### config.mk
export PLATFORM = sky130hd
export DESIGN_NAME = condiciona_botoes
export DESIGN_NICKNAME = d
export VERILOG_FILES = /design/src/rtl/condiciona_botoes.sv
export SDC_FILE = /design/constraint.sdc
export NUM_CORES = 1
export LEC_CHECK = 0
export ABC_AREA = 1
export ABC_CLOCK_PERIOD_IN_PS = 1700
export CAP_MARGIN = 20
export CORE_UTILIZATION = 25
export CTS_BUF_LIST = sky130_fd_sc_hd__clkbuf_8
export DETAILED_ROUTE_END_ITERATION = 10
export GPL_TIMING_DRIVEN = 0
export PLACE_DENSITY = 0.43
export SYNTH_ARGS = -nofsm -noshare
export SYNTH_HDL_FRONTEND = slang
export SYNTH_SLANG_ARGS = --single-unit
### constraint.sdc
create_clock -name clk -period 1.7 [get_ports clk]
set_input_delay 0.425 -clock clk [delete_from_list [all_inputs] [get_ports clk]]
set_output_delay 0.425 -clock clk [all_outputs]
set_load 0.05 [all_outputs]
### src/rtl/condiciona_botoes.sv
// rtl/condiciona_botoes.sv - button conditioner: synchronizer, per-key debounce, press pulses
// Channel index 0 is the enter key, index 1 is the reuse key.
module condiciona_botoes #(
    parameter int DEBOUNCE_CYCLES = 500000,
    parameter int ACTIVE_LOW      = 1
) (
    input  logic clk,
    input  logic rst,
    input  logic btn_enter,
    input  logic btn_reuso,
    output logic enter,
    output logic reuso,
    output logic enter_nivel,
    output logic reuso_nivel
);

    localparam int              CW       = $clog2(DEBOUNCE_CYCLES + 1);
    localparam logic [CW-1:0]   CNT_MAX  = CW'(DEBOUNCE_CYCLES);
    localparam logic [1:0]      RELEASED = (ACTIVE_LOW != 0) ? 2'b11 : 2'b00;

    logic [1:0]    r_sync0;
    logic [1:0]    r_sync1;
    logic [1:0]    r_lvl;
    logic [CW-1:0] r_cnt [2];
    logic          r_enter;
    logic          r_reuso;

    logic [1:0]    w_samp;
    logic [1:0]    w_lvl_next;
    logic [CW-1:0] w_cnt_next [2];
    logic [1:0]    w_rise;

    assign w_samp = (ACTIVE_LOW != 0) ? ~r_sync1 : r_sync1;

    // A level change needs DEBOUNCE_CYCLES consecutive differing samples;
    // any agreeing sample restarts the count.
    always_comb begin
        w_lvl_next = r_lvl;
        for (int i = 0; i < 2; i++) begin
            w_cnt_next[i] = '0;
            if (w_samp[i] != r_lvl[i]) begin
                if (r_cnt[i] + CW'(1) == CNT_MAX) begin
                    w_lvl_next[i] = w_samp[i];
                end else begin
                    w_cnt_next[i] = r_cnt[i] + CW'(1);
                end
            end
        end
    end

    assign w_rise = w_lvl_next & ~r_lvl;

    always_ff @(posedge clk) begin
        if (rst) begin
            r_sync0 <= RELEASED;
            r_sync1 <= RELEASED;
            r_lvl   <= 2'b00;
            r_cnt[0] <= '0;
            r_cnt[1] <= '0;
            r_enter <= 1'b0;
            r_reuso <= 1'b0;
        end else begin
            r_sync0 <= {btn_reuso, btn_enter};
            r_sync1 <= r_sync0;
            r_lvl   <= w_lvl_next;
            r_cnt[0] <= w_cnt_next[0];
            r_cnt[1] <= w_cnt_next[1];
            r_enter <= w_rise[0];
            // enter wins a simultaneous press; the reuse pulse is dropped, not deferred
            r_reuso <= w_rise[1] & ~w_rise[0];
        end
    end

    assign enter       = r_enter;
    assign reuso       = r_reuso;
    assign enter_nivel = r_lvl[0];
    assign reuso_nivel = r_lvl[1];

endmodule

==> metrics.yaml, run 1 <==
status: "finished, violations left"
violations: "negative setup slack"
port_buffers: 7
worstSetupEndpointType: "flip-flop"
r2r_cells: 12
cts_tree: "done"
synth.net_count: 379
antennaDiodeCount: 0
async_reset_ff_frac: 0
power_uw: 1823
crit_required_ns: 1.90
drtIter0Drc: 17
core_area_sq_mm: 0.009328
max_slew_margin: 0.6777
drive_gt1_frac: 0.4410
multi_input_area_sq_mm: 0.001757
clock_sinks: 46
start_util: 0.2616
powerDensity_mw_per_mm2: 501.2
critPathLaunch: "r_cnt[0][19]"
critical_path_arrival_ns: 2.13
num-fill-cells: 1000
drv_cap: 0
synth_top_area_share: 0.3774
fp-row-count: 35
grt_pass1_wl_microns: 10710
grtUsageTotal: 0.1333
h-tree-depth: 2
vias: 2415
place.gp.congestion: 0.7480
netlist_instances: 373
holdPathStages: 1
clock_path_buffers: 2
leakagePower_uw: 0.001357
critPathLaunchType: "flip-flop"
fmax_ghz: 0.5166
rsz0062_at_grt: "true"
ioPinCount: 8
die_x_microns: 100.8
final-setup-viol-count: 42
clk_latency_ns: 0.30
nNetsFinal: 431
numCtsBuffers: 5
routed_wl_microns: 6603
timing.rr.end: "r_cnt[0][23]"
dp_hpwl_microns: 4281
r2r_slack_ns: -0.24
avgSynthCellArea_sq_um: 6.541
area_growth_syn_to_layout_pct: 49.08
worstHoldEndpoint: "r_sync1[0]"
crit_fanout: 6
synth_area_leaders: "dfxtp_1 38%, nand2_1 18%, nor2_1 9.7%"
post-route-period-util: 1.139
holdWs_ns: 0.4158
ys_seq_elements: 46
vias_per_cell: 4.367
antenna_found_initial: 0
synth_ff_type: "dfxtp_1"
ys_warn_count: 0
gr-total-overflow: 0
synth-edff-count: 0
worst_slew_pin_slew_ns: 0.4855
grt_max_degree: 13
die_area_sq_mm: 0.01016
grt_pass1_vias: 2392
finalClockSkew_ns: 0.01129
final_antenna_net_count: 0
finalHoldViolations: 0
drc: 0
layout.cells.most_common: "nand2_1"
die_h_microns: 100.8
hp-class: "flip-flop to flip-flop"
min_from: "r_sync0[0]"
period_needed_ns: 1.936
final_cell_mix: "94 x nand2_1, 46 x inv_1, 30 x buf_4"
fin_ws_ns: -0.2357
yosysTopAreaCell: "dfxtp_1"
syn-cell-area_sq_mm: 0.002440
wl_per_cell_microns: 11.94
ir_drop_mv: 0.2678
maxSlewViolCount: 0
regArea_sq_um: 972.2
synthDistinctLibCells: 25
criticalPathCategory: "flip-flop to flip-flop"
ys_seq_area_frac: 0.3774
r2r-start: "r_cnt[0][19]"
root_buffer: "clkbuf_8"
dr.pass1.iters: 4
path_clk_slew_ns: 0.08
[cells in the mapped netlist (3+ instances only)]
master    number
nor2_1        63
nor2_2         5
a21oi_1       20
o21ai_0        3
inv_1         46
nand4_1       12
xnor2_1        5
nand3_1       22
dfxtp_1       46
nand2_2        4
xor2_1         3
nand2_1      116
o21ai_1        5
or2_2          4
nand3b_1       3
[timing repair]
item | CTS | global route
pin swaps | 11 | 22
resized for setup | 75 | 79
setup buffers | 29 | 7
gates cloned | 1 | 2
endpoints found under the hold margin | 0 | 0
endpoints found under the setup margin | 46 | 42
hold buffers | 0 | 0
[per-layer routing]
layer,vias to the layer above,global-route usage,wire [microns],share of wire
met5,-,0,0,0
met4,0,0.02676,41,0.0062
met3,5,0.02288,92,0.014
met2,9,0.2513,3483,0.53
met1,1126,0.1575,2985,0.45
li1,1275,-,-,-
[area by class of cell]
type / instances / share of cell area
inverters: 48 / 0.05229
flip-flops and latches: 46 / 0.2673
repair buffers: 45 / 0.1221
well taps: 129 / 0.04438
clock buffers: 6 / 0.02270
multi-input cells: 277 / 0.4830
plain buffers: 2 / 0.008256
[cells by family after synthesis]
group / after synthesis / share of synthesized area
and+or+nand+nor: 235 / 0.4297
DFF: 46 / 0.3774
xor gates and xnor gates: 8 / 0.02872
AOI/OAI and AO/OA: 32 / 0.07077
buffers and inverters: 50 / 0.08308
adders and majority gates: 2 / 0.01025
[per-stage QoR]
stage                     setup WS (ns)  cells  area, sq um    util    TNS, ns
after floorplan               -0.002223    373         2497       -  -0.002223
after CTS                       -0.2024    544         3292  0.3529     -6.132
after global placement          -0.4240    509         2729  0.2926     -11.80
after detailed placement        -0.4344    509         2729  0.2926     -11.80
after global routing            -0.3367    553         3637  0.3899     -11.96
final                           -0.2357    553         3637  0.3899     -7.721
[worst max-delay path by stage]
stage                               to  slack (ns)  depth (start not counted)
after floorplan           r_cnt[0][16]      -0.002                         12
final                     r_cnt[0][23]       -0.24                         12
after global placement    r_cnt[0][36]       -0.42                         12
after global routing      r_cnt[0][32]       -0.34                         12
after CTS                 r_cnt[0][36]       -0.20                         12
after detailed placement  r_cnt[0][22]       -0.43                         12
[power by group]
| group | leakage, uW | switching, uW | internal [uW] |
|---|---|---|---|
| logic | 0.000927 | 28.1 | 31.9 |
| clock network | 0.0000431 | 374 | 315 |
| registers | 0.000387 | 4.09 | 1070 |
[flip-flops by register name, indices dropped and copies added (netlist names)]
register and count:
r_cnt 38, r_lvl 2, r_sync0 2, r_sync1 2, enter 1, reuso 1
[critical path, cell delays in order, from the launching register on]
cell and delay, ns:
dfxtp_4 0.38, inv_1 0.07, nor2_4 0.20, nand3_2 0.13, nand2_1 0.11, nand2_1 0.07, nor2_1 0.14, nand3_1 0.14
nor2_2 0.14, nand2_2 0.09, nand3_4 0.14, clkbuf_16 0.18, nor2_1 0.04
Note: power is estimated with default switching activity, not from simulation.
==> inputs of run 2 (changes only) <==
--- a/config.mk
+++ b/config.mk
@@ -12,7 +12,9 @@
 export CTS_BUF_LIST = sky130_fd_sc_hd__clkbuf_8
 export DETAILED_ROUTE_END_ITERATION = 10
 export GPL_TIMING_DRIVEN = 0
+export HOLD_SLACK_MARGIN = 0.02
 export PLACE_DENSITY = 0.43
+export SKIP_CTS_REPAIR_TIMING = 1
 export SYNTH_ARGS = -nofsm -noshare
 export SYNTH_HDL_FRONTEND = slang
 export SYNTH_SLANG_ARGS = --single-unit
==> run 2 against run 1 <==
Net effect: the flow still finishes with violations (negative setup slack); critical endpoint is now r_cnt[0][10]; maximum frequency increased by 2.1%; sequential power hardly changed; critical path depth increased by 1; first-iteration DRC count grew 120%; clock-buffer cell count did not move; combinational power decreased by 12%; wire length is 5.6% lower; highest routed layer unchanged.
==> metrics.yaml, run 2 (synthesis gave the netlist of run 1 again) <==
layout.cells.most_common: "nand2_1"
regMostFlops: "r_cnt"
h-tree-depth: 2
final_cell_mix: "93 x nand2_1, 46 x inv_1, 30 x nor2_1"
numCtsBuffers: 5
crit_fanout: 7
area_growth_syn_to_layout_pct: 42.21
drc: 0
multi_input_area_sq_mm: 0.001715
place.gp.congestion: 0.7480
finalClockSkew_ns: 0.008064
dpl_worst_slack_ns: -0.4344
port_buffers: 7
finalSetupTns_ns: -6.632
vias: 2331
regArea_sq_um: 967.2
grt_max_degree: 13
drive_gt1_frac: 0.3976
leakagePower_uw: 0.001307
nNetsFinal: 417
final_antenna_net_count: 0
clk_latency_ns: 0.30
powerDensity_mw_per_mm2: 522.5
wl_per_cell_microns: 11.57
routed_wl_microns: 6235
worst_slew_pin_slew_ns: 0.5013
post-route-period-util: 1.115
period_needed_ns: 1.896
worstSetupEndpointType: "flip-flop"
violations: "negative setup slack"
hp-class: "flip-flop to flip-flop"
core_area_sq_mm: 0.009328
cts_tree: "done"
maxSlewViolCount: 0
rsz0062_at_grt: "true"
clock_sinks: 46
crit_required_ns: 1.89
grtUsageTotal: 0.1188
vias_per_cell: 4.325
die_x_microns: 100.8
root_buffer: "clkbuf_8"
grt_pass1_vias: 2080
final-setup-viol-count: 41
finalHoldViolations: 0
criticalPathCategory: "flip-flop to flip-flop"
die_h_microns: 100.8
dp_hpwl_microns: 4281
fin_ws_ns: -0.1955
status: "finished, violations left"
critPathLaunchType: "flip-flop"
die_area_sq_mm: 0.01016
antenna_found_initial: 0
start_util: 0.2616
dr.pass1.iters: 4
grt_pass1_wl_microns: 9487
ir_drop_mv: 0.2724
drv_cap: 0
path_clk_slew_ns: 0.09
gr-total-overflow: 0
fmax_ghz: 0.5276
largest_reg_flops: 38
num-fill-cells: 1026
ioPinCount: 8
clock_path_buffers: 2
critical_path_arrival_ns: 2.09
drtIter0Drc: 38
fp-row-count: 35
antennaDiodeCount: 0
max_slew_margin: 0.6652
==> run 2: changes by cell type in the layout (fill, tap and decap cells not counted), sizes merged <==
cell           before  now
dlymetal6s2s        0    4
dlygate4sd2         3    0
buf                38   24
clkdlybuf4s15       1    0
==> run 2: worst paths after layout <==
path	start	end	slack, ns	cells past startpoint
setup / recovery	r_cnt[0][0]	r_cnt[0][10]	-0.20	13
hold / removal	r_sync0[0]	r_sync1[0]	0.41	1
setup reg to reg	r_cnt[0][0]	r_cnt[0][10]	-0.20	13
hold reg to reg	r_sync0[0]	r_sync1[0]	0.41	1
==> run 2: through the flow <==
step                  util  hold slack [ns]  power [uW]  area [sq um]  instances
finish              0.3720           0.4149        1813          3470        539
global route        0.3720           0.4369        1879          3470        539
CTS                 0.3014           0.4188        1837          2811        515
detailed placement  0.2926           0.3974        1145          2729        509
global placement    0.2926           0.3954        1145          2729        509
floorplan                -           0.3895        1131          2497        373
==> run 2: final cells by class <==
| cell class | count | share of cell area |
|---|---|---|
| Clock buffer | 6 | 0.02380 |
| Buffer | 2 | 0.008655 |
| Tap cell | 129 | 0.04652 |
| Sequential cell | 46 | 0.2788 |
| Multi-Input combinational cell | 277 | 0.4944 |
| Timing Repair Buffer | 31 | 0.09304 |
| Inverter | 48 | 0.05481 |
==> run 2: metal layers <==
metal,up-vias,share of wire,GRT usage
li1,1246,-,-
met1,1066,0.46,0.1486
met2,14,0.51,0.2102
met3,5,0.020,0.02288
met4,0,0.0066,0.02676
met5,-,0,0
==> run 2: where the power goes <==
part | total (uW) | switching [uW] | internal [uW]
combinational | 52.7 | 25.7 | 27.0
sequential | 1070 | 3.91 | 1070
clock | 686 | 371 | 315
total | 1810 | 401 | 1410
==> run 2: critical path: stages, from the launching register on <==
cell and delay (ns):
dfxtp_4 0.38, ha_4 0.15, nand3_4 0.12, inv_6 0.11
nand2_4 0.06, nor2_4 0.14, nand3b_1 0.11, nand2_1 0.09
nand2_2 0.07, nor2_4 0.14, nand2_2 0.09, nand3_4 0.11
buf_6 0.16, a21oi_1 0.05
